<file path="config.mk">
export PLATFORM = sky130hd
export DESIGN_NAME = uart_rxfifo_flat
export DESIGN_NICKNAME = d
export VERILOG_FILES = /design/src/rtl/uart_rxfifo_if.sv /design/src/rtl/uart_rxfifo.sv /design/src/flat_wrapper.sv
export SDC_FILE = /design/constraint.sdc
export NUM_CORES = 1
export LEC_CHECK = 0
export BUFFER_PORTS_ARGS = -buffer_cell sky130_fd_sc_hd__clkbuf_2
export CAP_MARGIN = 10
export CORE_ASPECT_RATIO = 1.75
export CORE_MARGIN = 3
export CORE_UTILIZATION = 48
export DETAILED_ROUTE_END_ITERATION = 10
export PLACE_DENSITY = 0.68
export SYNTH_ARGS = -nofsm -noshare
export SYNTH_HDL_FRONTEND = slang
export SYNTH_SLANG_ARGS = --single-unit
</file>
<file path="constraint.sdc">
create_clock -name clk -period 4.05 [get_ports clk]
set_input_delay 0.81 -clock clk [delete_from_list [all_inputs] [get_ports clk]]
set_output_delay 0.81 -clock clk [all_outputs]
set_load 0.005 [all_outputs]
</file>
<file path="src/rtl/uart_rxfifo_if.sv">
// rtl/uart_rxfifo_if.sv - UART receive FIFO bus: byte strobe in, register access, interrupt out
interface uart_rxfifo_if;
  logic        rxnew;
  logic [7:0]  rxdata;
  logic [2:0]  a;
  logic [31:0] d;
  logic        we;
  logic        rd;
  logic [31:0] spo;
  logic        irq;

  modport master (
    output rxnew, rxdata, a, d, we, rd,
    input  spo, irq
  );

  modport slave (
    input  rxnew, rxdata, a, d, we, rd,
    output spo, irq
  );
endinterface

</file>
<file path="src/rtl/uart_rxfifo.sv">
// rtl/uart_rxfifo.sv - UART receive byte FIFO with registers and irq; RXFIFO_TIMEOUT_EN adds idle timeout
module uart_rxfifo #(
  parameter int DEPTH_LOG2     = 4,
  parameter int TIMEOUT_CYCLES = 4096
) (
  input logic           clk,
  input logic           rstn,
  uart_rxfifo_if.slave  bus
);

  localparam int DEPTH = 1 << DEPTH_LOG2;
  localparam logic [DEPTH_LOG2:0] FULL_CNT = {1'b1, {DEPTH_LOG2{1'b0}}};

  logic [7:0]            mem [DEPTH];
  logic [DEPTH_LOG2-1:0] wr_ptr, rd_ptr;
  logic [DEPTH_LOG2:0]   count, thresh, thresh_eff;
  logic                  overrun, ien, irq_q, timeout;
  logic                  full, empty, pop, push, flush, ctrl_wr, thresh_wr;
  logic [31:0]           spo;

  assign full      = (count == FULL_CNT);
  assign empty     = (count == '0);
  assign pop       = bus.rd && (bus.a == 3'd0) && !empty;
  // a full FIFO still takes the byte when the same cycle frees a slot
  assign push      = bus.rxnew && (!full || pop);
  assign ctrl_wr   = bus.we && (bus.a == 3'd2);
  assign thresh_wr = bus.we && (bus.a == 3'd3);
  assign flush     = ctrl_wr && bus.d[0];
  assign thresh_eff = (thresh == '0) ? {{DEPTH_LOG2{1'b0}}, 1'b1} : thresh;

  // pointers and occupancy; flush overrides any same-cycle push or pop
  always_ff @(posedge clk or negedge rstn) begin
    if (!rstn) begin
      wr_ptr <= '0;
      rd_ptr <= '0;
      count  <= '0;
    end else if (flush) begin
      wr_ptr <= '0;
      rd_ptr <= '0;
      count  <= '0;
    end else begin
      if (push) wr_ptr <= wr_ptr + 1'b1;
      if (pop)  rd_ptr <= rd_ptr + 1'b1;
      if (push && !pop)      count <= count + 1'b1;
      else if (pop && !push) count <= count - 1'b1;
    end
  end

  // byte storage, no reset needed since occupancy gates visibility
  always_ff @(posedge clk) begin
    if (push && !flush) mem[wr_ptr] <= bus.rxdata;
  end

  // control state: sticky overrun, interrupt enable, threshold
  always_ff @(posedge clk or negedge rstn) begin
    if (!rstn) begin
      overrun <= 1'b0;
      ien     <= 1'b0;
      thresh  <= {{DEPTH_LOG2{1'b0}}, 1'b1};
    end else begin
      if (ctrl_wr && bus.d[2])                           overrun <= 1'b0;
      else if (bus.rxnew && full && !pop && !flush)      overrun <= 1'b1;
      if (ctrl_wr)   ien    <= bus.d[1];
      if (thresh_wr) thresh <= bus.d[DEPTH_LOG2:0];
    end
  end

`ifdef RXFIFO_TIMEOUT_EN
  localparam int IDLE_W = $clog2(TIMEOUT_CYCLES + 1);
  logic [IDLE_W-1:0] idle_cnt;

  // idle counter runs only while bytes wait unread; any activity restarts it
  always_ff @(posedge clk or negedge rstn) begin
    if (!rstn) begin
      idle_cnt <= '0;
      timeout  <= 1'b0;
    end else if (flush || push || pop) begin
      idle_cnt <= '0;
      timeout  <= 1'b0;
    end else if (empty) begin
      idle_cnt <= '0;
    end else if (idle_cnt != IDLE_W'(TIMEOUT_CYCLES)) begin
      idle_cnt <= idle_cnt + 1'b1;
      if (idle_cnt == IDLE_W'(TIMEOUT_CYCLES - 1)) timeout <= 1'b1;
    end
  end
`else
  assign timeout = 1'b0;
`endif

  // interrupt is registered from current state, one cycle behind it
  always_ff @(posedge clk or negedge rstn) begin
    if (!rstn) irq_q <= 1'b0;
    else       irq_q <= ien & ((count >= thresh_eff) | overrun | timeout);
  end

  // combinational register read mux
  always_comb begin
    spo = 32'd0;
    case (bus.a)
      3'd0: if (!empty) spo = {24'd0, mem[rd_ptr]};
      3'd1: spo = {16'd0, 8'(count), 4'd0, timeout, overrun, full, empty};
      3'd2: spo = {31'd0, ien};
      3'd3: spo = 32'(thresh);
      default: spo = 32'd0;
    endcase
  end

  assign bus.spo = spo;
  assign bus.irq = irq_q;

endmodule

</file>
<file path="src/flat_wrapper.sv">
// flat-port wrapper written by rule: the top's interface ports become plain ports
module uart_rxfifo_flat 
#(
  parameter int DEPTH_LOG2     = 4,
  parameter int TIMEOUT_CYCLES = 4096
)
  (clk, rstn, bus_rxnew, bus_rxdata, bus_a, bus_d, bus_we, bus_rd, bus_spo, bus_irq);
  uart_rxfifo_if bus_i ();
  input logic clk;
  input logic rstn;
  input wire logic [$bits(bus_i.rxnew)-1:0] bus_rxnew;
  input wire logic [$bits(bus_i.rxdata)-1:0] bus_rxdata;
  input wire logic [$bits(bus_i.a)-1:0] bus_a;
  input wire logic [$bits(bus_i.d)-1:0] bus_d;
  input wire logic [$bits(bus_i.we)-1:0] bus_we;
  input wire logic [$bits(bus_i.rd)-1:0] bus_rd;
  output wire logic [$bits(bus_i.spo)-1:0] bus_spo;
  output wire logic [$bits(bus_i.irq)-1:0] bus_irq;
  assign bus_i.rxnew = bus_rxnew;
  assign bus_i.rxdata = bus_rxdata;
  assign bus_i.a = bus_a;
  assign bus_i.d = bus_d;
  assign bus_i.we = bus_we;
  assign bus_i.rd = bus_rd;
  assign bus_spo = bus_i.spo;
  assign bus_irq = bus_i.irq;
  uart_rxfifo #(.DEPTH_LOG2(DEPTH_LOG2), .TIMEOUT_CYCLES(TIMEOUT_CYCLES)) u_core (.clk(clk), .rstn(rstn), .bus(bus_i));
endmodule
</file>
==> results.txt <==
The flow ran to the end, and the final reports show no timing, DRC or antenna violations. The standby leakage power came out at 2.70 nW. After detailed routing, the number of remaining DRC violations is 0. The switching fraction of total power is 30.1%, and the number of distinct standard cells referenced by the synthesized netlist is 53. The type of the worst setup path is reg -> out. The pin slew with the least headroom to its limit works out to 862 ps.

Synthesis produced a netlist whose cell count is 383. Kind of launch point of the worst setup path: a register. The count of nets left with antenna violations once routing finished came out at 0.

After clock tree synthesis, the setup repair step added 0 buffers. The first global-routing pass estimated 20700 um of wire. The worst setup path is captured at a primary output.

The relative area change from synthesis to final layout is 14.4%. The net switching power is 1.45 mW, and the achievable clock frequency is 301 MHz. After detailed routing, the average wire length per cell comes to 21.6 um. edfxtp_1 takes more of the synthesized area than any other cell.

Family of cells with the greatest summed delay on the critical path: multiplexers. After detailed routing, the total wire length is 13500 um. Gates resized during post-CTS repair numbered 0.

The H-tree was split into 4 levels. The tools report the part of the power in registers as 42.3%. The summed negative setup slack over all endpoints was 0 ps. Counting flops and latches in the post-synthesis netlist gives 149. Clock-pin slew was measured on the worst setup and hold paths at 60 ps. The final-report hold violation count is 0, and the number of maximum-capacitance constraint violations is 0. Post-route worst hold slack: 372 ps.

After routing the design area is 0.00747 sq mm. Clock latency on the worst-skew pair, taken at its later pin, is 410 ps. The number of buffers and inverters on the critical path came out at 2. The CTS root buffer was clkbuf_16. Combinational logic is responsible for 27.5% of the overall power.

Setup violations remaining at the end of the flow were counted as 0. After layout, the minimum clock period comes to 3320 ps. In this run the worst path has a maximum fanout of 35. In the final layout, the share of cells above drive strength 1 is 27.8%. After the last flow step, the layout net total stands at 505. TritonCTS built the clock tree. The register area share after synthesis came out at 66.9%. Counting instances in the post-synthesis netlist gives the leading cell types as 128 x edfxtp_1, 27 x mux4_2, 26 x nor2_1. The placed instances occupy a cell area of 0.00692 sq mm. Clock skew on the completed layout was measured at 6.87 ps. The pre-antenna-repair detailed-routing pass consisted of 4 iterations. Setup repair after global routing left no endpoint under its margin. After floorplanning, the core was sized to cover 0.0131 sq mm. Counting every sink on the clock net gives 149. The tools report the timing startpoint of the critical path as u_core.rd_ptr[0]$_DFFE_PN0P_. The maximum resistive drop on vdd was 0.343 mV; the die area was 0.0151 sq mm. The internal portion of the total power is 3.37 mW. Most numerous cell in the Yosys netlist: edfxtp_1. The total power is 4.82 mW. Headroom to the max-slew limit came out at 41.8%. In this run the worst hold path is classified as in -> async. Yosys printed 0 warnings.

The startpoint identified for the worst register-to-register timing path is u_core.count[0]$_DFFE_PN0P_. The largest buffer count on any clock path was 2. The utilization of the core after routing is 56.8%. The count of pins over their slew limit was 0. The global-route congestion overflow total is 0, and the number of buffers added on ports is 34.

The logs give 49.7% for the starting utilization of the core area and 36 for the largest net degree at the start of global routing. The biggest cell delay along the critical path is 620 ps. At the worst endpoint, the required time is 3240 ps.

Placer congestion estimate: 0.844. Per report_power, the clock group accounts for 30.2% of the total. The logs give 3671 for the number of global-route vias before repair and 3464 for the total via count in the routed design.

The power density normalized to cell area works out to 645 mW/mm^2. The average cell area after synthesis came out at 17.0 sq um. The standard cell with the maximum stage delay on the critical path is mux4_1. The critical path goes through buf_12 > mux4_1 > mux2i_1 > o22ai_1 > a221o_1 > clkbuf_2. Period utilization: 82.0%. The vias per cell works out to 5.54. Global routing used 19.0% of the available tracks across all layers. For this design the top-level I/O count stands at 81. In this run the cell area of the synthesized design comes to 0.00653 sq mm. Counting flops with an async set or reset pin after synthesis yields a share of 14.1%.

In this run the horizontal extent of the chip is 94.2 um. The logs give 150 for the DRC violation total after the first TritonRoute iteration and 55 for the number of rows created at floorplan. The HPWL after detailed placement is 9460 um.

The number of enable flip-flop cells after synthesis is 128. At the worst endpoint, the arrival time is 2510 ps. Of the post-synthesis cell area, the dominant cell type holds 58.9%.

The number of antenna diodes in the final layout is 0. The clock buffer count from CTS is 17, and the number of antenna violations at the first check in global routing is 0. Cts-stage hold buffer count: 0. In the synthesized netlist the dominant register cell turns out to be edfxtp_1.

In this run the vertical extent of the chip is 160 um. Yosys attributes the largest share of cell area to edfxtp_1 59%, mux4_2 9.3%, dfrtp_1 7.7%, ha_1 2.9%, buf_4 2.3%. After filler insertion, the fill cell instance count of the layout stands at 1021.
metrics by stage:
stage	setup slack, ps	std cells
floorplan	806	401
global placement	417	593
detailed placement	353	593
CTS	671	625
global route	602	625
finish	731	625
logic make-up after synthesis:
logic type	synth area share, %
xor+xnor	1.34
simple gates	5.63
mux	14.5
compound gates	4.14
other cells	0.0574
buf+inv	4.21
flops	66.9
fa+ha+maj	3.18
sequential cells by signal (all words and copies together) (netlist names):
signal          cells
u_core.mem        128
u_core.count        5
u_core.thresh       5
u_core.rd_ptr       4
u_core.wr_ptr       4
u_core.bus.irq      1
u_core.ien          1
u_core.overrun      1
area by class of cell:
type                    instances  area, sq um  share of cell area, %
clock buffers                  20          447                   5.98
clock inverters                12          106                   1.42
inverters                      12         45.0                  0.603
multi-input cells             207         1950                   26.1
flip-flops and latches        149         4370                   58.5
well taps                     171          214                   2.86
repair buffers                 54          333                   4.46
cells in the final DEF (no fill, tap or decap), types with 3 or more instances in the layout:
cell / n
nand2_1: 14
clkbuf_16: 17
and2_1: 5
a21oi_1: 11
dfrtp_1: 19
clkinvlp_4: 3
o22ai_1: 4
edfxtp_1: 128
conb_1: 19
inv_1: 12
a21o_1: 3
nor2b_1: 5
mux2i_1: 14
o21ai_0: 3
nand2b_1: 3
nor2_1: 26
clkbuf_2: 34
ha_1: 15
mux4_2: 27
xnor2_1: 6
a211oi_1: 6
xor2_1: 4
clkinv_2: 3
buf_4: 19
nor3_1: 6
mux4_1: 5
mux2_2: 6
worst paths after layout:
| kind | end | slack [ps] | cells past startpoint |
|---|---|---|---|
| setup / recovery | bus_spo[2] | 730 | 6 |
| hold / removal | u_core.thresh[2]$_DFFE_PN0P_ | 370 | 1 |
| setup reg to reg | u_core.count[4]$_DFFE_PN0P_ | 1050 | 12 |
| hold reg to reg | u_core.thresh[1]$_DFFE_PN0P_ | 610 | 1 |
| max in group asynchronous | u_core.rd_ptr[0]$_DFFE_PN0P_ | 3290 | 1 |
| min in group clk | u_core.overrun$_DFFE_PN0P_ | 580 | 2 |
routing by layer:
layer  up-vias  track usage, %  routed length, um
met4         0            10.3                587
li1       1566               -                  -
met3        34            4.12                553
met1      1757            20.4               4740
met2       107            33.9               7590
met5         -               0                  0
power groups by stage:
stage | combinational, mW | clock (mW) | sequential (mW)
global placement | 1.31 | 0 | 2.05
floorplan | 1.02 | 0 | 1.99
global route | 1.46 | 1.54 | 2.05
finish | 1.33 | 1.45 | 2.04
CTS | 1.35 | 1.49 | 2.04
detailed placement | 1.34 | 0 | 2.07
(Power assumes the default switching activity.)
